## config.mk

```make
export PLATFORM = sky130hd
export DESIGN_NAME = oam_dma
export DESIGN_NICKNAME = d
export VERILOG_FILES = /design/src/rtl/soc_pkg.sv /design/src/rtl/oam_dma_ctr.sv /design/src/rtl/oam_dma.sv
export SDC_FILE = /design/constraint.sdc
export NUM_CORES = 1
export LEC_CHECK = 0
export ABC_CLOCK_PERIOD_IN_PS = 2700
export CORE_ASPECT_RATIO = 0.6
export CORE_MARGIN = 5
export CORE_UTILIZATION = 42
export DETAILED_ROUTE_END_ITERATION = 10
export PLACE_DENSITY_LB_ADDON = 0.12
export SLEW_MARGIN = 20
export SYNTH_ARGS = -nofsm -noshare
export SYNTH_HDL_FRONTEND = slang
export SYNTH_HIERARCHICAL = 1
export SYNTH_SLANG_ARGS = --single-unit
```

## constraint.sdc

```tcl
create_clock -name clk -period 2.7 [get_ports clk]
set_input_delay 0.54 -clock clk [delete_from_list [all_inputs] [get_ports clk]]
set_output_delay 0.54 -clock clk [all_outputs]
set_load 0.03 [all_outputs]
```

## src/rtl/soc_pkg.sv

```systemverilog
// Shared SoC definitions for the DMA engines and the bus decode.
package soc_pkg;

    typedef enum logic [1:0] {
        IDLE  = 2'd0,
        SETUP = 2'd1,
        XFER  = 2'd2
    } dma_state_t;

    localparam logic [7:0]  DMA_REG_ADDR = 8'h46;
    localparam logic [15:0] OAM_BASE     = 16'hFE00;
    localparam int          OAM_LEN      = 160;

    // Echo RAM E000-FFFF mirrors WRAM C000-DFFF.
    function automatic logic [7:0] echo_fold(
        input logic [7:0] x,
        input logic       en
    );
        return (en && x >= 8'hE0) ? (x & 8'hDF) : x;
    endfunction

endpackage

```

## src/rtl/oam_dma_ctr.sv

```systemverilog
// Byte index counter with clear, enable and terminal-count flag.
module oam_dma_ctr
    import soc_pkg::*;
#(
    parameter int LEN = OAM_LEN
) (
    input  logic       clk,
    input  logic       n_reset,
    input  logic       clr,
    input  logic       en,
    output logic [7:0] idx,
    output logic       tc
);

    logic [7:0] r_idx;

    assign idx = r_idx;
    assign tc  = (r_idx == 8'(LEN - 1));

    // Returns to zero after the terminal count so idx never leaves 0..LEN-1.
    always_ff @(posedge clk or negedge n_reset) begin
        if (!n_reset) begin
            r_idx <= 8'h00;
        end else if (clr) begin
            r_idx <= 8'h00;
        end else if (en) begin
            r_idx <= tc ? 8'h00 : r_idx + 8'h01;
        end
    end

endmodule

```

## src/rtl/oam_dma.sv

```systemverilog
// OAM DMA engine behind FF46: copies a source page into OAM, one byte per M-cycle.
module oam_dma
    import soc_pkg::*;
#(
    parameter int         XFER_LEN  = OAM_LEN,
    parameter logic [7:0] REG_ADDR  = DMA_REG_ADDR,
    parameter int         ECHO_FOLD = 1
) (
    input  logic        clk,
    input  logic        n_reset,
    input  logic        mcyc,
    input  logic        ffxx,
    input  logic [7:0]  a,
    input  logic        soc_wr,
    input  logic        soc_rd,
    input  logic [7:0]  d_in,
    output logic [7:0]  d_out,
    output logic        d_oe,
    output logic [15:0] dma_a,
    output logic        dma_rd,
    input  logic [7:0]  dma_din,
    output logic [7:0]  oam_a,
    output logic [7:0]  oam_d,
    output logic        oam_wr,
    output logic        cpu_block
);

    dma_state_t r_state;
    logic [7:0] r_src_hi;
    logic [7:0] r_oam_a;
    logic [7:0] r_oam_d;
    logic       r_oam_wr;

    logic       w_hit;
    logic       w_reg_wr;
    logic       w_xfer;
    logic       w_step;
    logic [7:0] w_idx;
    logic       w_tc;

    assign w_hit    = ffxx && (a == REG_ADDR);
    assign w_reg_wr = w_hit && soc_wr && mcyc;
    assign w_xfer   = (r_state == XFER);
    // A register write on the same M-cycle drops the in-flight byte.
    assign w_step   = w_xfer && mcyc && !w_reg_wr;

    oam_dma_ctr #(
        .LEN (XFER_LEN)
    ) u_ctr (
        .clk     (clk),
        .n_reset (n_reset),
        .clr     (w_reg_wr),
        .en      (w_step),
        .idx     (w_idx),
        .tc      (w_tc)
    );

    assign d_out     = r_src_hi;
    assign d_oe      = w_hit && soc_rd;
    assign dma_rd    = w_xfer;
    assign cpu_block = w_xfer;
    assign dma_a     = w_xfer
        ? {echo_fold(r_src_hi, ECHO_FOLD != 0), w_idx}
        : 16'h0000;
    assign oam_a     = r_oam_a;
    assign oam_d     = r_oam_d;
    assign oam_wr    = r_oam_wr;

    always_ff @(posedge clk or negedge n_reset) begin
        if (!n_reset) begin
            r_state  <= IDLE;
            r_src_hi <= 8'h00;
        end else if (w_reg_wr) begin
            r_state  <= SETUP;
            r_src_hi <= d_in;
        end else if (mcyc) begin
            unique case (r_state)
                SETUP:   r_state <= XFER;
                XFER:    r_state <= w_tc ? IDLE : XFER;
                default: r_state <= IDLE;
            endcase
        end
    end

    always_ff @(posedge clk or negedge n_reset) begin
        if (!n_reset) begin
            r_oam_wr <= 1'b0;
            r_oam_a  <= 8'h00;
            r_oam_d  <= 8'h00;
        end else begin
            r_oam_wr <= w_step;
            if (w_step) begin
                r_oam_a <= w_idx;
                r_oam_d <= dma_din;
            end
        end
    end

endmodule

```

# --- Word level (Yosys, flattened, before mapping) ---
# Cells that the tools add are included.
totals:
  in_bits: 30
  elab_cells: 30
  ff_bits: 35
  out_inout_bits: 44
op_classes:
  n_reduce_logical: 9
  n_addsub: 1
  mux: 9
  n_lt_le_gt_ge: 1
  eq_ne: 4
op_table:
  columns: ["cell", "count"]
  rows:
  - ["$mux W8", 3]
  - ["$mux W16", 1]
  - ["$add A8 B1 Y8 const B", 1]
  - ["$eq A8 B7 Y1 const B", 1]
  - ["$eq A8 B8 Y1 const B", 1]
  - ["$ge A8 B8 Y1 const B", 1]
  - ["$logic_and A1 B1 Y1", 6]
  - ["$mux W2", 3]
  - ["$mux W6", 1]
  - ["$pmux W2 S2", 1]
  - ["$reduce_bool A2 Y1", 2]
  - ["$eq A2 B1 Y1 const B", 1]
  - ["$eq A2 B2 Y1 const B", 1]
  - ["$logic_not A1 Y1", 1]

# --- Longest topological paths before layout ---
# Gate-level depths: netlist of the first run.
logic_depth:
  ltp_word: 8
  depth_mapped: 9

# --- Cells and area by module ---
# Netlist of the first run, hierarchy kept.
modules_own_cells:
  columns: ["mod", "area_each_um2", "seq_area_each_um2", "cells_each", "n_inst"]
  rows:
  - ["oam_dma", 1253.7, 675.6, 94, 1]
  - ["oam_dma_ctr", 437.9, 200.2, 39, 1]

# --- Worst setup path after synthesis of the first run ---
# Ideal clock, no wire load.
synth_timing:
  kind: "register to register"
  startpoint: "register r_state[0]"
  endpoint: "register u_ctr.r_idx[0], in the netlist u_ctr/idx[0]"
  t_required_ns: 2.623
  synth_period_minus_slack_ns: 2.483
  arrival_ns: 2.405
  stages_incl_launch_ff: 9
  setup_time_ns: 0.077
  slack_ns: 0.217
  cell_sequence: "dfrtp_1 > inv_1 > ha_1 > nand2_1 > a41oi_2 > buf_2 > buf_2 > or3b_2 > a21oi_1"
synth_between:
  elab_chain_len: 4
synth_rtl:
  columns: ["element", "line_no", "source"]
  rows:
  - ["from (decl)", "oam_dma.sv:28", "dma_state_t r_state;"]
  - ["from (signal assigned)", "oam_dma.sv:79", "XFER: r_state <= w_tc ? IDLE : XFER;"]
  - ["$eq A2 B2 Y1", "oam_dma.sv:43", "assign w_xfer = (r_state == XFER);"]
  - ["net cpu_block", "oam_dma.sv:25", "output logic cpu_block"]
  - ["$logic_and A1 B1 Y1 (2 in series)", "oam_dma.sv:45", "assign w_step = w_xfer && mcyc && !w_reg_wr;"]
  - ["net w_step", "oam_dma.sv:37", "logic w_step;"]
  - ["$reduce_bool A2 Y1 (no source line)", null, null]
  - ["to (signal assigned)", "oam_dma_ctr.sv:27", "r_idx <= tc ? 8'h00 : r_idx + 8'h01;"]
  - ["to (decl)", "oam_dma_ctr.sv:15", "logic [7:0] r_idx;"]
# The timed path passes the listed nets, and every way through them passes these cells.
# A chain may end at the register's enable or synchronous reset.

# --- Worst setup path after layout of the first run ---
layout_timing:
  startpoint: "input port a[4]"
  endpoint: "output port d_oe"
layout_between:
  elab_chain_len: 3
layout_rtl:
  columns: ["element", "line_no", "source"]
  rows:
  - ["from (decl)", "oam_dma.sv:13", "input logic [7:0] a,"]
  - ["$eq A8 B7 Y1", "oam_dma.sv:41", "assign w_hit = ffxx && (a == REG_ADDR);"]
  - ["$logic_and A1 B1 Y1", "oam_dma.sv:41", null]
  - ["$logic_and A1 B1 Y1", "oam_dma.sv:59", "assign d_oe = w_hit && soc_rd;"]
  - ["to (decl)", "oam_dma.sv:18", "output logic d_oe,"]
# Every way passes these cells.

==> results of run 1 <==
[per-stage QoR]
stage	hold WS (ns)	cells
global placement	0.4892	256
CTS	0.3457	264
floorplan	0.2444	133
finish	0.3161	264
global route	0.3842	264
detailed placement	0.4969	256
[cells in the mapped netlist]
| library cell | n |
|---|---|
| dfrtp_1 | 35 |
| mux2_2 | 25 |
| and2_1 | 15 |
| nand2_1 | 7 |
| a21oi_1 | 4 |
| ha_1 | 3 |
| inv_1 | 3 |
| nor2_1 | 3 |
| xor2_1 | 3 |
| a211oi_1 | 2 |
| buf_2 | 2 |
| nand2b_1 | 2 |
| nor4_4 | 2 |
| or3b_2 | 2 |
| a311oi_1 | 1 |
| a31o_1 | 1 |
| a31oi_1 | 1 |
| a41oi_2 | 1 |
| and2b_2 | 1 |
| and4_1 | 1 |
| buf_4 | 1 |
| buf_6 | 1 |
| clkbuf_1 | 1 |
| mux2i_1 | 1 |
| nand3_1 | 1 |
| nand3_2 | 1 |
| nand4_1 | 1 |
| nor2_2 | 1 |
| nor3_1 | 1 |
| nor3b_1 | 1 |
| nor4_1 | 1 |
| nor4bb_1 | 1 |
| o2111ai_1 | 1 |
| o211ai_2 | 1 |
| o21ai_0 | 1 |
| o32ai_1 | 1 |
| or3_1 | 1 |
| or4b_4 | 1 |
| xnor2_1 | 1 |
[final cells by class]
type,count,area [µm²]
clock buffer,8,100.1
sequential,35,875.8
multi-input combinational,90,772.0
timing repair buffer,81,783.3
inverter,3,11.26
fill,274,1164
tap,47,58.81
[cell usage in the layout, fill, tap and decap left out, drive strengths merged, types with 4 or more instances in the layout]
master / instances
nand2: 7
clkbuf: 8
dfrtp: 35
mux2: 25
clkdlybuf4s50: 71
a21oi: 4
nor2: 4
buf: 10
and2: 15
[logic make-up (layout without fill, tap and decap cells)]
group | after synthesis | count (layout)
muxes | 26 | 26
and+or+nand+nor | 43 | 43
adders and majority gates | 3 | 3
buffers and inverters | 8 | 92
xor gates and xnor gates | 4 | 4
DFF | 35 | 35
AOI/OAI and AO/OA | 14 | 14
[critical path: cells and delay by family]
kind / cells / cell delay [ns]
buffers and inverters: 3 / 0.78
AND/OR/NAND/NOR: 2 / 0.69
[routing by layer]
layer	up-vias	part of all wire [%]	GRT usage (%)	wire (µm)
li1	641	-	-	-
met1	657	42	18.16	1727
met2	37	50	27.59	2050
met3	9	6.0	6.091	248
met4	0	2.2	8.034	91
met5	-	0	0	0
[state kept, by name (all words and copies together) (netlist names)]
register / count
d_out: 8
oam_a: 8
oam_d: 8
u_ctr/idx: 8
r_state: 2
oam_wr: 1
[power by group through the flow]
stage	sequential (mW)	clock, mW	combinational (mW)
2_1_floorplan	0.658	0	0.0472
3_5_place_dp	0.605	0	0.235
5_1_grt	0.602	0.447	0.250
4_1_cts	0.595	0.422	0.237
6_report	0.595	0.412	0.232
3_3_place_gp	0.601	0	0.229
[path summary, 6_finish.rpt]
kind	from	to	slack, ns	cells past startpoint
max	a[4]	d_oe	0.16	5
min	n_reset	oam_d[6]	0.32	1
max reg2reg	r_state[0]	u_ctr/idx[0]	0.61	8
min reg2reg	oam_a[3]	oam_a[3]	0.51	1
max in group asynchronous	n_reset	d_out[2]	1.89	1
min in group clk	oam_a[3]	oam_a[3]	0.51	1
==> results.sh, run 1 <==
export IMPL_outcome="finished, final reports clean"
export IMPL_pwr_share_seq_pct=48.0
export IMPL_ys_seq_area_share_pct=51.78
export IMPL_cts_htree_levels=2
export IMPL_diodes=0
export IMPL_path_class="in2out"
export IMPL_pwr_share_clk_pct=33.2
export IMPL_start_util_pct=44.93
export IMPL_cts_path_max_buffers=2
export IMPL_hold_path_class="in2async"
export IMPL_p_sw_share_pct=26.21
export IMPL_vias_per_cell=5.091
export IMPL_critPathSlowestCell="or4b_4"
export IMPL_finalSetupTns_ns=0
export IMPL_power_internal_uw=914.2
export IMPL_rows=17
export IMPL_clock_fmax_ghz=0.3934
export IMPL_drt_wl_total_mm=4.118
export IMPL_grt_max_degree=36
export IMPL_synthCells=133
export IMPL_grt_pass1_vias=1405
export IMPL_post_route_util_pct=69.09
export IMPL_setup_viol=0
export IMPL_die_x_um=91.93
export IMPL_synth_xor_area_share_pct=2.071
export IMPL_cpMostUsedCell="buf_4"
export IMPL_finalCriticalPeriod_ns=2.542
export IMPL_drive_above_1_share_pct=23.96
export IMPL_total_power_mw=1.239
export IMPL_synth_top_area_cell="dfrtp_1"
export IMPL_rsz0062_at_grt="no"
export IMPL_grt_usage_pct=16.17
export IMPL_clock_latency_ns=0.28
export IMPL_synth_top_family_by_area="simple AND/OR/NAND/NOR gates"
export IMPL_setup_ws_ns=0.1581
export IMPL_relSlewSlack_pct=49.77
export IMPL_maxCapViolations=0
export IMPL_vdd_drop_max_v=0.0003756
export IMPL_yosys_area_share_simple_pct=17.60
export IMPL_synthMuxAreaShare_pct=17.23
export IMPL_skew_ns=0.003903
export IMPL_cp_max_fo=2
export IMPL_comb_power_share_pct=18.8
export IMPL_vias=1344
export IMPL_ys_ff_latch=35
export IMPL_power_density_mw_per_mm2=476.3
export IMPL_gp_congestion=0.7359
export IMPL_path_cells="clkdlybuf4s50_1 > or4b_4 > buf_4 > nor3_1 > buf_4"
export IMPL_overflow=0
export IMPL_syn_avg_cell_area_um2=12.72
export IMPL_cp_start_kind="input pin"
export IMPL_cp_required_ns=2.16
export IMPL_ys_top_cells_by_area="dfrtp_1, mux2_2, and2_1"
export IMPL_die_area_mm2=0.005439
export IMPL_yosysTopAreaCellShare_pct=51.78
export IMPL_fin_nets=249
export IMPL_grt_pass1_wl_mm=6.796
export IMPL_cts_root_buf="clkbuf_8"
export IMPL_slew_violations=0
export IMPL_dp_hpwl_mm=3.329
export IMPL_cts_sink_count=35
export IMPL_dr_first_iter_drc_count=45
export IMPL_fin_crit_sh_pct=94.14
export IMPL_postCtsHoldBufs=0
export IMPL_synthAdderAreaFrac_pct=2.219
export IMPL_antenna_found_initial=0
export IMPL_synth_cell_types=39
export IMPL_syn_nets=166
export IMPL_cts_buffers=5
export IMPL_cp_slowest_stage_delay_ns=0.53
export IMPL_dpl_cell_area_mm2=0.002501
export IMPL_worst_pin_slew_ns=0.7535
export IMPL_critPathArrivalTime_ns=2.00
export IMPL_die_height_um=59.16
export IMPL_portBuffers=73
export IMPL_pin_count=74
export IMPL_synth_compound_area_share_pct=6.509
export IMPL_post_place_ws_ns=0.02235
export IMPL_fp_coreArea_mm2=0.003765
export IMPL_netlist_area_mm2=0.001692
export IMPL_clkTransAtPathRegs_ns=0.07
export IMPL_cts_setup_buffers=0
export IMPL_cts_resized=0
export IMPL_leakage_nw=1.104
export IMPL_syn2layout_area_growth_pct=53.77
export IMPL_ant_nets=0
export IMPL_drc=0
export IMPL_p_sw_uw=324.7
export IMPL_drt_first_pass_iters=4
export IMPL_drt_wirelength_per_cell_um=15.60
export IMPL_hold_violations=0
export IMPL_stdcell_area_mm2=0.002601
export IMPL_cts_tree="yes"
export IMPL_critPathCaptureType="output pin"
export IMPL_yosysWarnings=6
No activity file was read; power rests on OpenSTA's default activity.
==> run 2, diff against run 1 <==
Settings changed: CORE_MARGIN 5 to default.
==> results.sh, run 2 (synthesis results as in run 1) <==
export IMPL_outcome="complete, but fails checks"
export IMPL_violations="design-rule violations"
export IMPL_critPathArrivalTime_ns=2.05
export IMPL_skew_ns=0.004924
export IMPL_antenna_found_initial=0
export IMPL_regArea_um2=875.8
export IMPL_pwr_share_seq_pct=50.4
export IMPL_post_place_ws_ns=-0.03961
export IMPL_worst_r2r_path_depth=8
export IMPL_portBuffers=73
export IMPL_pin_count=74
export IMPL_clock_latency_ns=0.28
export IMPL_diodes=0
export IMPL_setup_viol=0
export IMPL_dp_cells=255
export IMPL_die_x_um=83.93
export IMPL_p_sw_uw=326.3
export IMPL_p_sw_share_pct=27.57
export IMPL_vias_per_cell=5.000
export IMPL_finalSetupTns_ns=0
export IMPL_cp_max_fo=13
export IMPL_setup_ws_ns=0.1117
export IMPL_worstReg2RegStart="r_state[0]"
export IMPL_cts_root_buf="clkbuf_8"
export IMPL_grt_max_degree=36
export IMPL_fin_crit_sh_pct=95.86
export IMPL_final_cell_mix="clkdlybuf4s50_1, dfrtp_1, mux2_2, and2_1, buf_4"
export IMPL_finalCriticalPeriod_ns=2.588
export IMPL_grt_pass1_vias=1353
export IMPL_vias=1315
export IMPL_dr_first_iter_drc_count=49
export IMPL_vdd_drop_max_v=0.0003698
export IMPL_layout_commonest_cell="clkdlybuf4s50_1"
export IMPL_hold_path_class="in2async"
export IMPL_drt_wl_total_mm=3.749
export IMPL_relSlewSlack_pct=49.97
export IMPL_rsz0062_at_grt="no"
export IMPL_fp_coreArea_mm2=0.003765
export IMPL_grt_usage_pct=18.96
export IMPL_comb_power_share_pct=19.4
export IMPL_gp_congestion=0.8008
export IMPL_die_area_mm2=0.004294
export IMPL_pwr_share_clk_pct=30.2
export IMPL_r2r_end="u_ctr/idx[0]"
export IMPL_drt_wirelength_per_cell_um=14.25
export IMPL_power_internal_uw=857.0
export IMPL_nFillCells=291
export IMPL_worst_pin_slew_ns=0.7505
export IMPL_cts_htree_levels=2
export IMPL_dpl_cell_area_mm2=0.002494
export IMPL_drive_above_1_share_pct=24.54
export IMPL_clock_fmax_ghz=0.3864
export IMPL_cts_path_max_buffers=2
export IMPL_slew_violations=0
export IMPL_maxCapViolations=0
export IMPL_cts_sink_count=35
export IMPL_hold_violations=0
export IMPL_syn2layout_area_growth_pct=52.51
export IMPL_overflow=0
export IMPL_leakage_nw=1.094
export IMPL_critPathCaptureType="output pin"
export IMPL_cts_tree="yes"
export IMPL_cp_required_ns=2.16
export IMPL_multi_input_area_um2=774.5
export IMPL_r2r_slack_ns=0.39
export IMPL_stdcell_area_mm2=0.002580
export IMPL_fin_cells=263
export IMPL_drt_first_pass_iters=7
export IMPL_clkTransAtPathRegs_ns=0.07
export IMPL_path_class="reg2out"
export IMPL_drc=10
export IMPL_cts_setup_buffers=0
export IMPL_grt_pass1_wl_mm=6.375
export IMPL_fin_nets=248
export IMPL_power_density_mw_per_mm2=458.6
export IMPL_ant_nets=0
export IMPL_start_util_pct=44.93
export IMPL_die_height_um=51.16
export IMPL_dp_hpwl_mm=2.898
export IMPL_cp_start_kind="flop"
export IMPL_cts_buffers=5
export IMPL_rows=17
==> run 2: changes by cell type in the layout (fill, tap and decap cells not counted) <==
cell,before,now
buf_4,9,8
clkbuf_1,1,0
clkbuf_8,7,5
clkinv_2,0,3
ha_1,3,2
ha_2,0,1
==> run 2: how the worst max path moves through the flow <==
stage / startpoint / endpoint / slack (ns) / cells past startpoint
6_report: r_state[0] / dma_a[3] / 0.11 / 5
3_5_place_dp: a[5] / u_ctr/idx[7] / -0.04 / 8
4_1_cts: r_state[0] / dma_a[0] / 0.08 / 5
3_3_place_gp: a[5] / u_ctr/idx[7] / 0.04 / 8
5_1_grt: r_state[0] / dma_a[4] / 0.01 / 5
2_1_floorplan: r_state[0] / u_ctr/idx[0] / 0.22 / 8
==> run 2: per-stage QoR <==
stage | hold slack, ns | power [mW] | utilization [%]
floorplan | 0.2444 | 0.7048 | -
global placement | 0.4890 | 0.8271 | 66.23
detailed placement | 0.4964 | 0.8373 | 66.23
CTS | 0.3510 | 1.195 | 68.53
global route | 0.3840 | 1.232 | 68.53
finish | 0.3210 | 1.183 | 68.53
==> run 2: worst max-delay path, cell delays in order (launching register included) <==
cell             delay (ns)
dfrtp_1                0.41
inv_1                  0.07
ha_2                   0.29
buf_4                  0.19
and2_1                 0.12
clkdlybuf4s50_1        0.68
==> run 2: timing repair <==
item                       in CTS  in global routing
hold buffers                    0                  0
setup endpoints to repair       5                  0
gates resized for setup         1                  0
==> run 2: area by class of cell <==
cell class	instances	share of cell area [%]
Timing Repair Buffer	80	30.07
Tap cell	47	2.279
Multi-Input combinational cell	90	30.02
Inverter	3	0.4365
Clock inverter	3	0.5820
Sequential cell	35	33.95
Clock buffer	5	2.667
==> run 2: power groups by stage <==
stage	clock network (mW)	logic [mW]	registers [mW]
after detailed placement	0	0.231	0.606
after global routing	0.387	0.244	0.601
after global placement	0	0.226	0.601
final	0.358	0.230	0.596
after CTS	0.367	0.232	0.596
after floorplan	0	0.0472	0.658
==> run 2: layer usage <==
layer  track usage, %  vias to the layer above  routed length [µm]
met1            23.91                      632                1746
met2            31.83                       43                1773
met5                0                        -                   0
li1                 -                      634                   -
met4            6.609                        0                  28
met3            5.331                        6                 201
